### config.mk
export PLATFORM = sky130hd
export DESIGN_NAME = if_fetch
export DESIGN_NICKNAME = d
export VERILOG_FILES = /design/src/rtl/if_fetch.sv
export SDC_FILE = /design/constraint.sdc
export NUM_CORES = 1
export LEC_CHECK = 0
export ABC_AREA = 1
export BUFFER_PORTS_ARGS = -buffer_cell sky130_fd_sc_hd__buf_2
export CELL_PAD_IN_SITES_DETAIL_PLACEMENT = 1
export CELL_PAD_IN_SITES_GLOBAL_PLACEMENT = 2
export CORE_MARGIN = 2
export CORE_UTILIZATION = 31
export CTS_CLUSTER_SIZE = 24
export DETAILED_ROUTE_END_ITERATION = 12
export PLACE_DENSITY_LB_ADDON = 0.1
export SLEW_MARGIN = 20
export SYNTH_ARGS = -nofsm -noshare
export SYNTH_HDL_FRONTEND = slang
export SYNTH_SLANG_ARGS = --single-unit
### constraint.sdc
create_clock -name clk -period 3.9 [get_ports clk]
set_clock_uncertainty 0.2 [all_clocks]
set_input_delay 0.78 -clock clk [delete_from_list [all_inputs] [get_ports clk]]
set_output_delay 0.78 -clock clk [all_outputs]
set_load 0.02 [all_outputs]
### src/rtl/if_fetch.sv
// Instruction-fetch stage: owns the PC, drives the instruction ROM and
// registers the fetched word with its PC into the IF/ID outputs.
//
// state | meaning
// ------+-------------------------------------------------------------
// IDLE  | just out of reset, ROM disabled, PC parked at RESET_PC
// RUN   | normal fetch: sequential advance, branch or flush redirect
// PEND  | branch arrived while PC stalled; target held in pend_target
module if_fetch #(
    parameter logic [31:0] RESET_PC = 32'h0000_0000
) (
    input  logic        clk,
    input  logic        rst,
    input  logic [2:0]  stall_i,
    input  logic        flush_i,
    input  logic [31:0] new_pc_i,
    input  logic        branch_flag_i,
    input  logic [31:0] branch_target_i,
    output logic        rom_ce_o,
    output logic [31:0] rom_addr_o,
    input  logic [31:0] rom_inst_i,
    output logic [31:0] id_pc_o,
    output logic [31:0] id_inst_o,
    output logic        id_valid_o,
    output logic        id_adel_o
);

    typedef enum logic [1:0] {
        IDLE = 2'd0,
        RUN  = 2'd1,
        PEND = 2'd2
    } state_t;

    state_t      state, state_nxt;
    logic [31:0] pc, pc_nxt;
    logic [31:0] pend_target, pend_nxt;
    logic        ce, ce_nxt;
    logic [31:0] pc_inc;
    logic        misaligned;

    assign pc_inc     = pc + 32'd4;
    assign misaligned = (pc[1:0] != 2'b00);
    assign rom_ce_o   = ce;
    assign rom_addr_o = pc;

    // State, PC, pending target and chip-enable registers.
    always_ff @(posedge clk or negedge rst) begin
        if (!rst) begin
            state       <= IDLE;
            pc          <= RESET_PC;
            pend_target <= 32'd0;
            ce          <= 1'b0;
        end else begin
            state       <= state_nxt;
            pc          <= pc_nxt;
            pend_target <= pend_nxt;
            ce          <= ce_nxt;
        end
    end

    // Next-state and PC selection; flush always outranks any branch.
    always_comb begin
        state_nxt = state;
        pc_nxt    = pc;
        pend_nxt  = pend_target;
        ce_nxt    = ce;
        unique case (state)
            IDLE: begin
                // PC stays at RESET_PC so the first real fetch is RESET_PC.
                state_nxt = RUN;
                ce_nxt    = 1'b1;
            end
            RUN: begin
                if (flush_i) begin
                    pc_nxt = new_pc_i;
                end else if (branch_flag_i && !stall_i[0]) begin
                    pc_nxt = branch_target_i;
                end else if (branch_flag_i && stall_i[0]) begin
                    pend_nxt  = branch_target_i;
                    state_nxt = PEND;
                end else if (!stall_i[0]) begin
                    pc_nxt = pc_inc;
                end
            end
            PEND: begin
                // A new branch cannot resolve while the previous one waits.
                if (flush_i) begin
                    pc_nxt    = new_pc_i;
                    state_nxt = RUN;
                end else if (!stall_i[0]) begin
                    pc_nxt    = pend_target;
                    state_nxt = RUN;
                end
            end
            default: begin
                state_nxt = IDLE;
                ce_nxt    = 1'b0;
                pc_nxt    = RESET_PC;
            end
        endcase
    end

    // IF/ID pipeline register: flush, bubble, capture or hold.
    always_ff @(posedge clk or negedge rst) begin
        if (!rst) begin
            id_pc_o    <= 32'd0;
            id_inst_o  <= 32'd0;
            id_valid_o <= 1'b0;
            id_adel_o  <= 1'b0;
        end else if (flush_i || (stall_i[1] && !stall_i[2])) begin
            id_pc_o    <= 32'd0;
            id_inst_o  <= 32'd0;
            id_valid_o <= 1'b0;
            id_adel_o  <= 1'b0;
        end else if (!stall_i[1]) begin
            id_pc_o    <= pc;
            // A misaligned fetch becomes a NOP; decode raises AdEL from the flag.
            id_inst_o  <= (ce && !misaligned) ? rom_inst_i : 32'd0;
            id_valid_o <= ce;
            id_adel_o  <= ce && misaligned;
        end
    end

endmodule

==> flow_metrics.tcl <==
set metrics [dict create \
    critical-path-slowest-cell "dfrtp_1" \
    placementRows 55 \
    cts_buffer_depth 2 \
    grt_pass1_vias 7013 \
    numPortBuffers 201 \
    start_util_pct 31.85 \
    cp_max_fo 31 \
    place_congestion 0.8105 \
    final_antenna_net_count 0 \
    crit_buf_inv 6 \
    yosys.area.top_type_share_pct 45.87 \
    worst-endpoint-required_ps 4000 \
    overflow 0 \
    synthCells 985 \
    synthMuxAreaShare_pct 0.9312 \
    setup_viol 0 \
    layout-drive-gt1-share_pct 23.50 \
    avgSynthCellArea_sq_um 7.366 \
    irDropWorstVdd_uv 295.1 \
    synth_compound_area_share_pct 15.71 \
    avgRoutedWirePerCell_um 17.15 \
    clk_pin_slew_ps 70 \
    die_area_sq_mm 0.02465 \
    crit_family "buffers and inverters" \
    finalCritPeriodShare_pct 69.07 \
    cts_resized 0 \
    first_pass_iters 4 \
    max_slew.worst_pin.slew_ps 969.7 \
    startpoint_type "register" \
    status "completed" \
    die_h_um 157.0 \
    slowest_delay_ps 410 \
    synth_most_common_cell "nand2_1" \
    path_cells "inv_1 -> ha_1 -> buf_4 -> nand2_1 -> nand3_2 -> buf_4 -> inv_2 -> nand2_1 -> buf_4 -> inv_2 -> o211ai_1 -> o21ai_0" \
    synthArstFlopShare_pct 100.0 \
    diodes 0 \
    ys_top_cells_by_count "nand2_1 (242), inv_1 (193), dfrtp_1 (133), o21ai_0 (103), nor2_1 (81)" \
    holdWs_ps 255.1 \
    dp_hpwl_um 19130 \
    tns_ps 0 \
    total_power_mw 5.982 \
    yosys.area.top_type "dfrtp_1" \
    crit_path_end_kind "register" \
    hold_buffers 0 \
    synth_cell_types 35 \
    critical_path_class "reg -> reg" \
    hold_path.class "in -> async" \
    ctsHtreeMaxLevel 4 \
    synthSimpleGateAreaFrac_pct 23.02 \
    grt_pass1_wl_um 39840 \
    p_per_area_mw_per_mm2 655.8 \
    synth_edf_count 0 \
    critPathArrivalTime_ps 2790 \
    synth.area.top_cells "dfrtp_1 (46%), nand2_1 (13%), inv_1 (10%), o21ai_0 (7.1%), o22ai_1 (6.4%)" \
    vias 6893 \
    clock_sinks 133 \
    synth-seq-cells 133 \
    path_common_cell "buf_4" \
    grt_antenna_before_repair 0 \
    first_iter_violations 312 \
    maxCapViolations 0 \
    synth_nets 1093 \
    synth_area_sq_mm 0.007256 \
    grt_max_degree 101 \
    drc 0 \
    insertion_delay_ps 430 \
    totalWireLength_um 25730 \
    timing.fmax_ghz 0.3712 \
    drv_slew 0 \
    cts_root_buffer "clkbuf_16" \
    grt.total_usage_pct 21.26 \
    area_growth_pct 25.71 \
    finalCriticalPeriod_ps 2694 \
    cts_buffers 17 \
    hold_viol_final 0 \
    yosys_warnings 0 \
    ys_dominant_reg_cell "dfrtp_1" \
    seq_area_frac_synth_pct 45.87 \
    fill_cells 2927 \
    post_cts_buffers 0 \
    fp.coreArea_sq_mm 0.02278 \
    synth_top_family_by_area "simple AND/OR/NAND/NOR gates" \
    pin_count 202 \
    viasPerCell 4.595 \
    synth_xor_area_share_pct 0.3621 \
    synth_fa_ha_area_share_pct 0.8622 \
    fp.dieW_um 157.0 \
    slew-limit-headroom_pct 35.35 \
    rsz0062_at_grt "no" \
    p_leak_nw 4.847 \
    nNetsFinal 1282 \
    cts_tree "yes" \
]
[cells in the final DEF, fill, tap and decap left out, types with 6 or more instances in the layout]
cell and count:
nand2_1 242, buf_2 200, inv_1 192, dfrtp_1 133, o21ai_0 103, nor2_1 81
o22ai_1 74, nand3_1 43, clkbuf_16 17, buf_4 14, a21oi_1 10, nand2_2 8
nor2_4 6, mux2_2 6
[where the power goes]
group / internal (mW) / switching (mW) / leakage, nW
clock: 0.883 / 0.678 / 0.263
combinational: 0.700 / 1.53 / 2.80
sequential: 1.77 / 0.418 / 1.79
total: 3.36 / 2.62 / 4.85
[area by class of cell]
type,count,area (sq um),share of cell area [%]
well taps,313,391.6,4.294
clock buffers,18,429.2,4.705
clock inverters,14,127.6,1.399
repair buffers,216,1137,12.47
inverters,196,735.7,8.066
multi-input cells,610,2972,32.58
flip-flops and latches,133,3328,36.49
[sequential cells by signal, summed over array words and instances (netlist names)]
| signal | cells |
|---|---|
| id_valid_o | 1 |
| rom_ce_o | 1 |
| pend_target | 32 |
| id_inst_o | 32 |
| id_adel_o | 1 |
| rom_addr_o | 32 |
| state | 2 |
| id_pc_o | 32 |
[layer usage]
| layer | up-vias | routed length, um | track usage [%] |
|---|---|---|---|
| met5 | - | 0 | 0 |
| met4 | 0 | 240 | 4.937 |
| met3 | 14 | 1088 | 3.249 |
| met2 | 167 | 11240 | 32.39 |
| met1 | 3234 | 13160 | 31.63 |
| li1 | 3478 | - | - |
[logic make-up after synthesis]
kind of cell | count (synthesis)
DFF | 133
buffers and inverters | 242
xor gates and xnor gates | 3
AOI/OAI and AO/OA | 203
muxes | 6
and+or+nand+nor | 393
adders and majority gates | 5
[path summary, 6_finish.rpt]
check                                start               to  slack (ps)  depth (start not counted)
max reg2reg                       state[0]    rom_addr_o[6]        1210                         12
min in group clk           pend_target[28]  pend_target[28]         280                          2
min                                    rst         state[0]         260                          1
min reg2reg                pend_target[28]  pend_target[28]         280                          2
max                               state[0]    rom_addr_o[6]        1210                         12
max in group asynchronous              rst      id_pc_o[17]        2370                          2
[metrics by stage]
stage	utilization (%)	instance area, sq um	worst slack (ps)	cells
2_1_floorplan	-	7256	1870	985
3_3_place_gp	37.60	8564	1060	1468
3_5_place_dp	37.60	8564	979.6	1468
4_1_cts	40.04	9121	1152	1500
5_1_grt	40.04	9121	929.8	1500
6_report	40.04	9121	1206	1500
[worst reg2reg max path, stage by stage, from the launching register on]
cell,delay (ps)
dfrtp_1,410
inv_1,90
ha_1,150
buf_4,300
nand2_1,140
nand3_2,80
buf_4,290
inv_2,160
nand2_1,100
buf_4,260
inv_2,160
o211ai_1,120
o21ai_0,110
(Power assumes the default switching activity.)
